### src/rtl/note_sequencer.sv
// note_sequencer: record/playback of live notecodes with tick-quantised durations
module note_sequencer #(
  parameter int DEPTH    = 32,
  parameter int TICK_DIV = 50000,
  parameter int DUR_W    = 8
) (
  input  logic                     clk_in,
  input  logic                     reset,
  input  logic [4:0]               live_note,
  input  logic                     rec,
  input  logic                     play,
  input  logic                     stop,
  output logic [4:0]               note_out,
  output logic [1:0]               mode,
  output logic [$clog2(DEPTH):0]   count,
  output logic                     full
);
  localparam int AW = $clog2(DEPTH);
  localparam int CW = AW + 1;
  localparam int TW = TICK_DIV > 1 ? $clog2(TICK_DIV) : 1;
  localparam logic [1:0] IDLE   = 2'b00;
  localparam logic [1:0] RECORD = 2'b01;
  localparam logic [1:0] PLAY   = 2'b10;
  logic [4+DUR_W:0]  mem [DEPTH];
  logic [TW-1:0]     tcnt;
  logic              tick, we, split;
  logic [4:0]        cur, pnote, n_cur, n_pnote;
  logic [DUR_W-1:0]  dur, rem, wd, n_dur, n_rem;
  logic [AW-1:0]     idx, n_idx;
  logic [CW-1:0]     n_count;
  logic [1:0]        n_mode;
  assign tick  = tcnt == TW'(TICK_DIV - 1);
  // wd is the duration as of this edge, so a tick coinciding with a change or flush is counted
  assign wd    = dur + DUR_W'(tick);
  assign split = tick && &wd;
  assign full  = count == CW'(DEPTH);
  always_comb begin
    n_mode  = mode;
    n_cur   = cur;
    n_dur   = dur;
    n_idx   = idx;
    n_rem   = rem;
    n_pnote = pnote;
    n_count = count;
    we      = 1'b0;
    case (mode)
      IDLE:
        if (!stop && rec) begin
          n_mode  = RECORD;
          n_count = '0;
          n_cur   = live_note;
          n_dur   = '0;
        end else if (!stop && play && |count) begin
          n_mode           = PLAY;
          n_idx            = '0;
          {n_pnote, n_rem} = mem[0];
        end
      RECORD: begin
        we      = (stop || rec) ? |wd : split || (live_note != cur && |wd);
        n_cur   = live_note;
        n_dur   = we ? '0 : wd;
        n_count = count + CW'(we);
        n_mode  = (stop || rec || n_count == CW'(DEPTH)) ? IDLE : RECORD;
      end
      PLAY:
        if (stop) n_mode = IDLE;
        else if (tick) begin
          n_rem = rem - 1'b1;
          if (rem == DUR_W'(1)) begin
            if ({1'b0, idx} + 1'b1 < count) begin
              n_idx            = idx + 1'b1;
              {n_pnote, n_rem} = mem[idx + 1'b1];
            end else n_mode = IDLE;
          end
        end
      default: n_mode = IDLE;
    endcase
  end
  always_ff @(posedge clk_in or negedge reset)
    if (!reset) begin
      mode     <= IDLE;
      note_out <= '0;
      count    <= '0;
      tcnt     <= '0;
      cur      <= '0;
      dur      <= '0;
      idx      <= '0;
      rem      <= '0;
      pnote    <= '0;
    end else begin
      mode     <= n_mode;
      count    <= n_count;
      cur      <= n_cur;
      dur      <= n_dur;
      idx      <= n_idx;
      rem      <= n_rem;
      pnote    <= n_pnote;
      tcnt     <= (n_mode != mode || tick) ? '0 : tcnt + 1'b1;
      note_out <= (n_mode == PLAY && live_note == 5'd0) ? n_pnote : live_note;
    end
  always_ff @(posedge clk_in)
    if (we) mem[count[AW-1:0]] <= {cur, wd};
endmodule
### config.mk
export PLATFORM = sky130hd
export DESIGN_NAME = note_sequencer
export DESIGN_NICKNAME = d
export VERILOG_FILES = /design/src/rtl/note_sequencer.sv
export SDC_FILE = /design/constraint.sdc
export NUM_CORES = 1
export LEC_CHECK = 0
export ABC_CLOCK_PERIOD_IN_PS = 13400
export BUFFER_PORTS_ARGS = -buffer_cell sky130_fd_sc_hd__buf_2
export CORE_ASPECT_RATIO = 0.75
export CORE_MARGIN = 2
export CORE_UTILIZATION = 55
export CTS_BUF_LIST = sky130_fd_sc_hd__clkbuf_8
export DETAILED_ROUTE_END_ITERATION = 8
export GPL_TIMING_DRIVEN = 0
export PLACE_DENSITY = 0.74
export SYNTH_ARGS = -nofsm -noshare
export SYNTH_HDL_FRONTEND = slang
export SYNTH_SLANG_ARGS = --single-unit
export TNS_END_PERCENT = 30
### constraint.sdc
create_clock -name clk_in -period 13.4 [get_ports clk_in]
set_clock_uncertainty 0.05 [all_clocks]
set_input_delay 1.34 -clock clk_in [delete_from_list [all_inputs] [get_ports clk_in]]
set_output_delay 1.34 -clock clk_in [all_outputs]
set_load 0.005 [all_outputs]
=== Word-level counts from Yosys, hierarchy flattened ===
Memories as Yosys holds them, arrays and structs flattened.
Cells that the tools add are included.

* Mux-type cells: 42
* Eq/ne operators: 16
* Magnitude comparators: 1
* Reductions and logical operators: 21
* Add/sub/neg operators: 6

{| class="wikitable"
|+ Operators by type and width
! kind !! number
|-
| 2-to-1 mux 5 bit || 14
|-
| 2-to-1 mux 8 bit || 8
|-
| case mux 8 bit (2 select lines) || 2
|-
| case mux 5 bit (2 select lines) || 3
|-
| adder 16 x 1 -> 16 bit (second input constant) || 1
|-
| == test 16 bit (second input constant) || 1
|-
| 2-to-1 mux 16 bit || 1
|-
| inequality test 2 bit (second input constant) || 7
|-
| == test 6 bit (second input constant) || 2
|-
| 2-to-1 mux 2 bit || 6
|-
| case mux 6 bit (2 select lines) || 1
|-
| adder 8 x 1 -> 8 bit || 1
|-
| == test 8 x 1 -> 1 bit (second input constant) || 1
|-
| AND reduction 8 bit || 1
|-
| OR reduction 8 bit || 1
|-
| subtractor 8 x 1 -> 8 bit (second input constant) || 1
|-
| AND reduction 7 bit || 1
|-
| adder 5 x 1 -> 6 bit (second input constant) || 1
|-
| adder 6 x 1 -> 6 bit || 1
|-
| logical AND 1 bit || 6
|-
| < comparator 6 bit || 1
|-
| 2-to-1 mux 6 bit || 1
|-
| case mux 2 bit (3 select lines) || 1
|-
| OR reduction 6 bit || 1
|-
| other kinds (13) || 22
|}

* RAM bits: 416
* Word-level logic and storage cells: 96
* Input port bits: 10
* Register bits: 60
* Memories kept: 1

{| class="wikitable"
|+ Memory list
! memory !! words !! bits a word !! read ports !! clocked after memory_dff !! wr ports !! RTL line !! RTL
|-
| mem || 32 || 13 || 2 || 0 || 1 || 24 || <nowiki>logic [4+DUR_W:0] mem [DEPTH];</nowiki>
|}

=== Longest topological paths before layout ===
Gate-level depths: netlist of the first run.

* Depth after elaboration: 14
* Gate-level depth with buffers: 23
* Gate-level depth less buffers: 20

=== Worst setup path before layout of the first run ===
No wires, ideal clock.

* Path type: flip-flop to flip-flop
* From: reg tcnt[0]
* To: reg tcnt[10]
* Path slack: 8.322 ns
* Arrival: 4.956 ns
* Buffers on the path: 3
* Period minus slack after synthesis: 5.078 ns
* Stages on the path, launching flop included: 23
* Data required time: 13.279 ns
* Cells stage by stage: dfrtp_1 > ha_1 > and3_1 > clkbuf_1 > nand3_1 > inv_1 > ha_1 > ha_1 > nand3_1 > xnor2_1 > nand4bb_1 > o21ai_0 > a21oi_2 > buf_2 > inv_1 > ha_1 > nand3_1 > xnor2_1 > nor3_1 > a311o_1 > a21o_1 > buf_2 > nor2_1

* Longest elaborated chain between the ends: 14

{| class="wikitable"
|+ Ends and longest elaborated chain
! item !! RTL line !! RTL
|-
| start: declaration || 25 || <nowiki>logic [TW-1:0] tcnt;</nowiki>
|-
| start signal: assignment || 98 || <nowiki>tcnt <= (n_mode != mode || tick) ? '0 : tcnt + 1'b1;</nowiki>
|-
| == test 16 bit * || 32 || <nowiki>assign tick = tcnt == TW'(TICK_DIV - 1);</nowiki>
|-
| adder 8 x 1 -> 8 bit * || 34 || <nowiki>assign wd = dur + DUR_W'(tick);</nowiki>
|-
| net wd[4] || 28 || <nowiki>logic [DUR_W-1:0] dur, rem, wd, n_dur, n_rem;</nowiki>
|-
| AND reduction 8 bit or OR reduction 8 bit (tied branches) || 35, 59 ||
|-
| logical AND 1 bit (on tied branches) || 35, 59 ||
|-
| logical OR 1 bit || 59 || <nowiki>we = (stop || rec) ? |wd : split || (live_note != cur && |wd);</nowiki>
|-
| 2-to-1 mux 1 bit * || 59 ||
|-
| adder 6 x 1 -> 6 bit * || 62 || <nowiki>n_count = count + CW'(we);</nowiki>
|-
| == test 6 bit * || 63 || <nowiki>n_mode = (stop || rec || n_count == CW'(DEPTH)) ? IDLE : RECORD;</nowiki>
|-
| logical OR 1 bit * || 63 ||
|-
| 2-to-1 mux 1 bit * || 63 ||
|-
| case mux 2 bit (3 select lines) * || 46 || <nowiki>case (mode)</nowiki>
|-
| inequality test 2 bit * || 98 ||
|-
| logical OR 1 bit * || 98 ||
|-
| 2-to-1 mux 16 bit * || 98 ||
|}

Mark *: on every way through the listed nets, which the timed path passes. The rest lies on a longest branch.
A chain may end at the register's enable or synchronous reset.

=== Worst setup path after layout of the first run ===
* From: reg tcnt[0]
* To: reg tcnt[12]

Same word-level chain as after synthesis.

==> results by stage, run 1 <==
Power:
- The combinational power share is 2.4%.
- The worst vdd rail ir drop is 0.109 mV.
- The clock network fraction of design power is 38.2%.
- Dividing total power by cell area gives a power density of 124 nW/um2.
- The internal power of the cells totals 2.18 mW.
- In this run switching power makes up 22.3% of total power.
- The analysis attributes to net switching a power of 0.629 mW.
- The post-layout total power is 2.81 mW.
- The standby leakage power is 6.94 nW.
- The sequential share of power is 59.4%.

Hold path:
- The worst hold path startpoint is tcnt[0]$_DFF_PN0_.
- The kind of path behind the tightest hold check is reg2reg.

Placement:
- Detailed placement finished with a half-perimeter wire length of 35600 um.
- The weighted congestion reported at the end of routability-driven placement is 0.979.
- Port buffering added 23 buffers.
- The cell total after placement is 1684.
- The pre-CTS worst setup slack is 7.19 ns.
- The total placed instance area is 21400 um2.

Clock tree:
- For the worst-skew pair, the clock arrives at the later sink with an insertion delay of 0.65 ns.
- After clock tree synthesis, the flow added hold-fix buffers numbering 0.
- Counting every sink on the clock net gives 476.
- After clock tree synthesis, the clock-pin slew on the worst setup and hold paths is 0.06 ns.
- The clock tree from TritonCTS is yes.
- The number of gates given a new drive strength after cts is 0.
- The H-tree depth is 3.
- The root buffer cell chosen for the clock tree is sky130_fd_sc_hd__clkbuf_8.
- The buffer depth of the longest clock path is 3.
- Post-CTS timing repair inserted 0 buffers for setup.
- The TritonCTS buffer count is 69.

Critical path:
- The most critical setup path has its startpoint at tcnt[0]$_DFF_PN0_.
- The critical path in this run is classified as reg2reg.
- For the worst setup path, the data required time is 13.86 ns.
- The beginning of the worst register-to-register path is tcnt[0]$_DFF_PN0_.
- The worst setup path is captured at a flip-flop.
- Along the worst path, the maximum fanout reaches 35.
- At the worst endpoint, the arrival time is 6.80 ns.
- The element type at the critical path start is a flip-flop.

GRT:
- For this run, the total global-route usage over all layers was measured as 27.9%.
- The largest net degree at the start of global routing is 61.
- The wire length of the first global-routing pass is 75300 um.
- The global route total overflow is 0.
- The via count of the first global-routing pass came to 11391.
- The number of antenna violations at the first check in global routing is 1.

Cells and area:
- With fillers left out, the area of the finished cells amounts to 22700 um2.
- The total number of nets in the final design is 1316.
- The ratio of cells with drive above 1 in the final layout is 26.5%.
- Summing all flip-flop and latch instances after layout gives 14000 um2.
- The post-layout instance count excluding filler cells is 1804.
- The end-of-flow core utilization is 63.1%.
- The area taken by multi-input logic gates is 5790 um2.
- The number of filler instances in the final layout is 2492.
- The relative area change from synthesis to final layout is 13.2%.

Drt:
- In this run the remaining antenna-violating nets after routing total 0.
- The iteration-0 DRC count of the detailed router is 2038.
- After detailed routing, the average wire length per cell comes to 28.4 um.
- Across all layers, the routed design uses 11760 vias.
- The number of detailed-routing iterations run before antenna repair is 8.
- The number of remaining DRC errors is 0.
- The post-detailed-routing wire length is 51200 um.
- The detailed-route vias per instance is 6.52.

Die:
- The die area is 37900 um2.
- 24 I/O pins were placed.
- The floorplan step set the die width to 224 um.
- For this configuration, the core starts out at a cell density of 55.8%.
- The floorplan step set the die height to 169 um.
- The placement row count is 60.
- The placeable core region is 35900 um2.

Yosys:
- The synthesized netlist devotes 1.53% of its cell area to XOR and XNOR gates.
- Summing the areas of all and, or, nand and nor instances in the mapped netlist gives 6.79% of the synthesized area.
- The number of unique standard cell types used by synthesis is 81.
- The compound-gate portion of the synthesized area is 5.16%.
- After synthesis, the largest family of logic cells by area is multiplexers.
- Summing the areas of all fa, ha and maj instances in the mapped netlist gives 0.938% of the synthesized area.
- After technology mapping, the gate count stands at 1157.
- When the netlist entered floorplanning its net count stood at 1182.
- The Yosys step of the flow raised 0 warnings.
- The leading register cell type out of synthesis is sky130_fd_sc_hd__edfxtp_1.
- For this run, asynchronously set or reset flops after synthesis account for 12.6%.
- The per-instance average area after synthesis is 17.3 um2.
- The proportion of synthesized chip area in sequential cells is 69.9%.
- Synthesis inferred 476 register bits.
- Counting flops with a built-in enable in the synthesized netlist gives 416.
- Summing every instance area after synthesis gives 20000 um2.
- Multiplexer cells account for 13.5% of the synthesized area.

Timing:
- The achievable clock frequency is 0.158 GHz.
- The number of hold violations in the final report came to 0.
- The final critical-path share of the clock period is 47.3%.
- The number of endpoints failing setup at the final stage is 0.
- The sum of negative setup slack is 0 ns.
- Setup repair after global routing left no endpoint under its margin.
- The worst hold slack after final layout is 0.404 ns.
- The worst slew margin relative to its limit is 7.73%.
- The worst path meets setup with 7.06 ns of slack.
- The worst-margin pin slew is 1.38 ns.
- The max-slew violation count was 0.
- The final critical-path required period is 6.34 ns.

Run status:
- The flow ran to the end, and the final reports show no timing, DRC or antenna violations.

Run:
- The number of max-cap violations is 0.
## state kept, by name, summed over array words and instances, names as in the netlist
signal,flops
mem,416
tcnt,16
dur,8
rem,8
count,6
cur,5
idx,5
note_out,5
pnote,5
mode,2
## placed cells by master, fill, tap and decap left out, drive strengths merged, types with 5 or more instances in the layout
master  instances
or3             5
a21oi          16
a211oi         10
clkinv         13
nor2b           8
edfxtp        416
dfrtp          60
nand2          92
mux4          103
o31ai           6
a32oi           7
a22o            7
buf           105
o211ai          5
a21o           10
nand3          34
nor3           44
o22ai           7
o21ai          27
nand4           6
xor2            9
ha             15
nor4            5
mux2i          34
nand2b          6
clkbuf         90
nor2           43
and3           19
xnor2          23
inv            48
## metal layers
metal,up-vias,share of wire (%),track usage [%]
met5,-,0,0
met4,0,1.9,6.77
met3,78,15,9.95
met2,790,43,39.4
met1,5969,40,41.8
li1,4923,-,-
## path summary, 6_finish.rpt
kind / endpoint / slack [ns] / cells past startpoint
worst max-delay path: tcnt[12]$_DFF_PN0_ / 7.06 / 22
worst min register to register: tcnt[0]$_DFF_PN0_ / 0.40 / 1
max in group asynchronous: cur[1]$_DFFE_PN0P_ / 11.96 / 1
worst min-delay path: tcnt[0]$_DFF_PN0_ / 0.40 / 1
min in group asynchronous: dur[2]$_DFFE_PN0P_ / 0.73 / 1
worst max register to register: tcnt[12]$_DFF_PN0_ / 7.06 / 22
## power by group through the flow
| stage | Clock (mW) | Sequential [mW] | Combinational (mW) |
|---|---|---|---|
| CTS | 1.09 | 1.68 | 0.0577 |
| global placement | 0 | 1.70 | 0.0553 |
| detailed placement | 0 | 1.71 | 0.0576 |
| floorplan | 0 | 1.69 | 0.0389 |
| global route | 1.15 | 1.67 | 0.0734 |
| finish | 1.07 | 1.67 | 0.0668 |
## worst max-delay path, stage by stage, from the launching register on
cell                        delay [ns]
sky130_fd_sc_hd__dfrtp_1          0.36
sky130_fd_sc_hd__ha_1             0.18
sky130_fd_sc_hd__and3_1           0.15
sky130_fd_sc_hd__clkbuf_1         0.25
sky130_fd_sc_hd__nand3_1          0.38
sky130_fd_sc_hd__inv_1            0.15
sky130_fd_sc_hd__ha_1             0.28
sky130_fd_sc_hd__ha_1             0.69
sky130_fd_sc_hd__or3_1            0.55
sky130_fd_sc_hd__a2111oi_2        0.42
sky130_fd_sc_hd__nor2_1           0.09
sky130_fd_sc_hd__a21oi_2          0.37
sky130_fd_sc_hd__buf_2            0.39
sky130_fd_sc_hd__inv_1            0.13
sky130_fd_sc_hd__ha_1             0.21
sky130_fd_sc_hd__ha_1             0.23
sky130_fd_sc_hd__nor2_1           0.10
sky130_fd_sc_hd__a21oi_1          0.05
sky130_fd_sc_hd__o22ai_1          0.22
sky130_fd_sc_hd__a311o_1          0.25
sky130_fd_sc_hd__a21o_1           0.32
sky130_fd_sc_hd__buf_2            0.30
sky130_fd_sc_hd__nor2_1           0.08
## cell usage after synthesis, types with 19 or more instances
cell | instances | area (um2)
sky130_fd_sc_hd__and3_1 | 19 | 119
sky130_fd_sc_hd__buf_2 | 20 | 100
sky130_fd_sc_hd__dfrtp_1 | 60 | 1500
sky130_fd_sc_hd__edfxtp_1 | 416 | 12500
sky130_fd_sc_hd__inv_1 | 19 | 71.3
sky130_fd_sc_hd__mux2i_1 | 34 | 340
sky130_fd_sc_hd__mux4_2 | 103 | 2320
sky130_fd_sc_hd__nand2_1 | 92 | 345
sky130_fd_sc_hd__nand3_1 | 34 | 170
sky130_fd_sc_hd__nor2_1 | 42 | 158
sky130_fd_sc_hd__nor3_1 | 43 | 215
sky130_fd_sc_hd__o21ai_0 | 26 | 130
sky130_fd_sc_hd__xnor2_1 | 21 | 184
## final cells by class
class / instances / share of cell area (%)
Antenna cell: 1 / 0.0110
Buffer: 56 / 1.57
Clock buffer: 76 / 4.62
Clock inverter: 42 / 0.883
Inverter: 20 / 0.331
Multi-Input combinational cell: 605 / 25.5
Sequential cell: 476 / 61.8
Tap cell: 465 / 2.57
Timing Repair Buffer: 63 / 2.71
## cell families (layout without fill, tap and decap cells)
kind of cell,after synthesis,after routing
AO/OA/AOI/OAI,139,139
other,0,1
XOR/XNOR,32,32
buffers and inverters,76,257
AND/OR/NAND/NOR,278,278
adder cells (fa/ha/maj),15,15
flip-flops,476,476
multiplexers,141,141
Note: power is estimated with default switching activity, not from simulation.
==> inputs of run 2 (changes only) <==
--- a/config.mk
+++ b/config.mk
@@ -5,7 +5,7 @@
 export SDC_FILE = /design/constraint.sdc
 export NUM_CORES = 1
 export LEC_CHECK = 0
-export ABC_CLOCK_PERIOD_IN_PS = 13400
+export ABC_CLOCK_PERIOD_IN_PS = 5450
 export BUFFER_PORTS_ARGS = -buffer_cell sky130_fd_sc_hd__buf_2
 export CORE_ASPECT_RATIO = 0.75
 export CORE_MARGIN = 2
@@ -13,7 +13,7 @@
 export CTS_BUF_LIST = sky130_fd_sc_hd__clkbuf_8
 export DETAILED_ROUTE_END_ITERATION = 8
 export GPL_TIMING_DRIVEN = 0
-export PLACE_DENSITY = 0.74
+export PLACE_DENSITY = 0.77
 export SYNTH_ARGS = -nofsm -noshare
 export SYNTH_HDL_FRONTEND = slang
 export SYNTH_SLANG_ARGS = --single-unit
==> constraint.sdc (replaced) <==
create_clock -name clk_in -period 5.45 [get_ports clk_in]
set_clock_uncertainty 0.05 [all_clocks]
set_input_delay 0.545 -clock clk_in [delete_from_list [all_inputs] [get_ports clk_in]]
set_output_delay 0.545 -clock clk_in [all_outputs]
set_load 0.005 [all_outputs]
==> run 2 against run 1 <==
Compared with the run above: the run now ends with hold timing left; fmax increased by 22%; via count increased by 2.7%; largest power group unchanged; critical endpoint is now tcnt[8]$_DFF_PN0_; final area increased by 0.11%; power increased by 140%; clock power increased by 140%; critical path depth decreased by 1; highest routed layer unchanged; wire length increased by 2.3%; global-route usage increased by 0.57 points; sequential power increased by 150%.
==> results by stage, run 2 (synthesized netlist as in run 1, its figures left out) <==
Run status:
- The run finished, with violations left.
- The checks that failed: hold timing.

Critical path:
- The worst setup path is captured at a flip-flop.
- The kind of cell adding the most delay to the critical path is compound AO/OA/AOI/OAI gates.
- The worst setup path is launched from a flip-flop.
- The setup slack of the most critical reg-to-reg path is 0.27 ns (-6.80 ns).
- The critical path is of the reg2reg type.
- The largest fanout on the critical path is 10 (-71%).
- The startpoint identified for the worst register-to-register timing path is tcnt[11]$_DFF_PN0_.
- The capturing point of the worst reg2reg path is tcnt[8]$_DFF_PN0_.
- The cell depth of the worst setup path is 21 (-4.5%).
- The data arrival at the endpoint of the critical path is 5.64 ns (-1.16 ns).
- The combined buffer and inverter count along the critical path is 4 (-1).
- Walking the worst path, the cells encountered are nor4_4 > nand3_2 > inv_1 > ha_2 > ha_1 > xor2_2 > or3_1 > a2111oi_2 > nor2_1 > a21oi_4 > buf_6 > inv_1 > ha_1 > ha_1 > nor2_1 > a21oi_1 > o22ai_1 > a311o_1 > a21o_2 > clkbuf_4 > nor2_1.
- The worst reg2reg path depth was 21 (-4.5%).
- The largest stage delay on the critical path is 0.45 ns (-0.24 ns).
- The master of the slowest instance on the critical path is sky130_fd_sc_hd__dfrtp_1.
- The timing startpoint of the critical path is tcnt[11]$_DFF_PN0_.
- The data required time at the worst endpoint came to 5.90 ns (-7.96 ns).
- Following the worst setup path forward leads to its endpoint at tcnt[8]$_DFF_PN0_.

Die:
- The die area is 37900 um2 (unchanged).
- The x dimension of the die is 224 um (unchanged).
- The placeable core region came to 35900 um2 (unchanged).
- The I/O pin count is 24 (unchanged).
- The placement row count is 60 (unchanged).
- The effective utilization at floorplan was 55.8% (unchanged).
- The die extent in y was 169 um (unchanged).

Timing:
- The final critical-path required period is 5.18 ns (-1.15 ns).
- The number of hold violations in the final report is 60 (+60).
- The final critical-path share of the clock period is 95.1% (+48 points).
- The number of endpoints failing setup at the final stage is 0 (unchanged).
- The worst-margin pin slew is 1.38 ns (-0.00404 ns).
- The minimum setup slack in the final design was 0.266 ns (-6.80 ns).
- The worst slew margin relative to its limit was 8.00% (+0.27 points).
- The worst hold slack after final layout is -0.0472 ns (-0.451 ns).
- The achievable clock frequency is 0.193 GHz (+22%).
- The max-slew violation count is 0 (unchanged).

Clock tree:
- The clock transition time at the flip-flop clock pins of the worst setup and hold paths was 0.07 ns (about the same).
- The number of sinks driven by the clock tree came to 476 (unchanged).
- The clock tree from TritonCTS is yes.
- The TritonCTS buffer count is 68 (-1.4%).
- The hold buffer count at CTS came to 0 (unchanged).
- The H-tree depth is 3 (unchanged).
- The root buffer cell chosen for the clock tree is sky130_fd_sc_hd__clkbuf_8.
- The clock latency of the later-clocked register in the worst-skew pair is 0.63 ns (-0.02 ns).
- The buffer depth of the longest clock path came to 3 (unchanged).

Drt:
- The number of remaining DRC errors came to 0 (unchanged).
- The post-detailed-routing wire length is 52300 um (+2.3%).
- The routed length per instance is 29.0 um (+2.1%).
- The detailed-route vias per instance came to 6.68 (+2.4%).
- The number of detailed-routing iterations run before antenna repair is 8 (unchanged).
- The residual antenna-violating net count after detailed routing is 0 (unchanged).
- The iteration-0 DRC count of the detailed router was 1952 (-4.2%).
- The via count is 12073 (+2.7%).

Cells and area:
- The ratio of cells with drive above 1 in the final layout is 26.5% (about the same).
- The number of filler instances in the final layout is 2412 (-3.2%).
- Relative to the synthesized area, the layout overhead comes to 13.3%.
- The total number of nets in the final design was 1318 (+0.15%).
- The library cells used most frequently in the layout, excluding fill and tap cells, are sky130_fd_sc_hd__edfxtp_1, sky130_fd_sc_hd__mux4_2, sky130_fd_sc_hd__nand2_1.
- The most common cell after layout, fill and taps aside is sky130_fd_sc_hd__edfxtp_1.
- The flip-flop count of the largest register, all copies and words added is 416 (unchanged).

Placement:
- The weighted congestion reported at the end of routability-driven placement is 0.981 (+0.22%).
- The final HPWL from detailed placement came to 35800 um (+0.56%).
- The count of input and output buffers came to 23 (unchanged).
- The pre-CTS worst setup slack was -0.934 ns (-8.13 ns).

Power:
- The worst vdd rail ir drop is 0.270 mV (+150%).
- The standby leakage power is 6.90 nW (-0.55%).
- The power density over the cells is 301 nW/um2 (+140%).
- The post-layout total power is 6.82 mW (+140%).

GRT:
- The wire length of the first global-routing pass was 76900 um (+2.0%).
- The largest net degree at the start of global routing is 61 (unchanged).
- The number of antenna violations at the first check in global routing is 4 (+3).
- The global route total overflow came to 0 (unchanged).
- The total routing resource utilization after global routing was 28.5% (+0.57 points).
- The via count of the first global-routing pass is 11696 (+2.7%).

Run:
- The number of max-cap violations came to 0 (unchanged).

Hold path:
- The kind of path behind the tightest hold check is in2async.
[run 2: changes by cell type in the layout (fill, tap and decap cells not counted), sizes merged]
cell | before | now
inv | 48 | 44
clkinvlp | 1 | 3
clkbuf | 90 | 86
buf | 105 | 107
clkinv | 13 | 21
[run 2: worst reg2reg max path: stages (launching register included)]
cell and delay, ns:
sky130_fd_sc_hd__dfrtp_1 0.45, sky130_fd_sc_hd__nor4_4 0.36, sky130_fd_sc_hd__nand3_2 0.27, sky130_fd_sc_hd__inv_1 0.13, sky130_fd_sc_hd__ha_2 0.26, sky130_fd_sc_hd__ha_1 0.24, sky130_fd_sc_hd__xor2_2 0.21, sky130_fd_sc_hd__or3_1 0.39
sky130_fd_sc_hd__a2111oi_2 0.43, sky130_fd_sc_hd__nor2_1 0.15, sky130_fd_sc_hd__a21oi_4 0.17, sky130_fd_sc_hd__buf_6 0.20, sky130_fd_sc_hd__inv_1 0.08, sky130_fd_sc_hd__ha_1 0.18, sky130_fd_sc_hd__ha_1 0.24, sky130_fd_sc_hd__nor2_1 0.11
sky130_fd_sc_hd__a21oi_1 0.06, sky130_fd_sc_hd__o22ai_1 0.27, sky130_fd_sc_hd__a311o_1 0.27, sky130_fd_sc_hd__a21o_2 0.23, sky130_fd_sc_hd__clkbuf_4 0.24, sky130_fd_sc_hd__nor2_1 0.07
[run 2: worst min path at each step]
stage	start	depth (start not counted)	endpoint	slack, ns
after global routing	reset	1	note_out[1]$_DFF_PN0_	0.01
final	reset	1	mode[0]$_DFF_PN0_	-0.05
after detailed placement	tcnt[0]$_DFF_PN0_	1	tcnt[0]$_DFF_PN0_	0.40
after global placement	tcnt[0]$_DFF_PN0_	1	tcnt[0]$_DFF_PN0_	0.40
after CTS	live_note[3]	2	note_out[3]$_DFF_PN0_	0.10
after floorplan	reset	0	count[0]$_DFFE_PN0P_	0.20
[run 2: per-layer routing]
| metal | up-vias | wire length (um) | track usage [%] |
|---|---|---|---|
| met5 | - | 0 | 0 |
| met4 | 0 | 2100 | 10.5 |
| met3 | 163 | 7850 | 10.7 |
| met2 | 962 | 22100 | 39.6 |
| met1 | 6026 | 20300 | 41.3 |
| li1 | 4922 | - | - |
[run 2: per-stage QoR]
step | utilization [%] | instances | setup TNS, ns | hold slack, ns | area, um2
6_report | 63.2 | 1808 | 0 | -0.0472 | 22700
5_1_grt | 63.2 | 1807 | -0.0112 | 0.0103 | 22700
4_1_cts | 63.0 | 1803 | 0 | 0.101 | 22600
3_5_place_dp | 59.6 | 1683 | -17.30 | 0.402 | 21400
3_3_place_gp | 57.7 | 1645 | -921.99 | 0.396 | 20700
2_1_floorplan | - | 1157 | 0 | 0.199 | 20000
[run 2: final cells by class]
type	count	area, um2	share of cell area, %
diodes	1	2.50	0.0110
plain buffers	55	360	1.59
clock buffers	72	991	4.37
clock inverters	47	200	0.883
inverters	20	78.8	0.347
multi-input cells	605	5860	25.8
flip-flops and latches	476	14000	61.7
well taps	465	582	2.56
repair buffers	66	614	2.71
repair inverters	1	5.00	0.0221
[run 2: repair_timing]
item                                    CTS  global route
endpoints found under the setup margin  110            17
resized for setup                         8             7
setup buffers                             1             4
gates cloned                              1             0
pin swaps                                 0             1
[run 2: report_power, final]
| group | leakage, nW | total [mW] | switching, mW | internal [mW] |
|---|---|---|---|---|
| Combinational | 2.23 | 0.148 | 0.0905 | 0.0575 |
| Sequential | 3.99 | 4.12 | 0.103 | 4.02 |
| Clock | 0.688 | 2.55 | 1.33 | 1.22 |
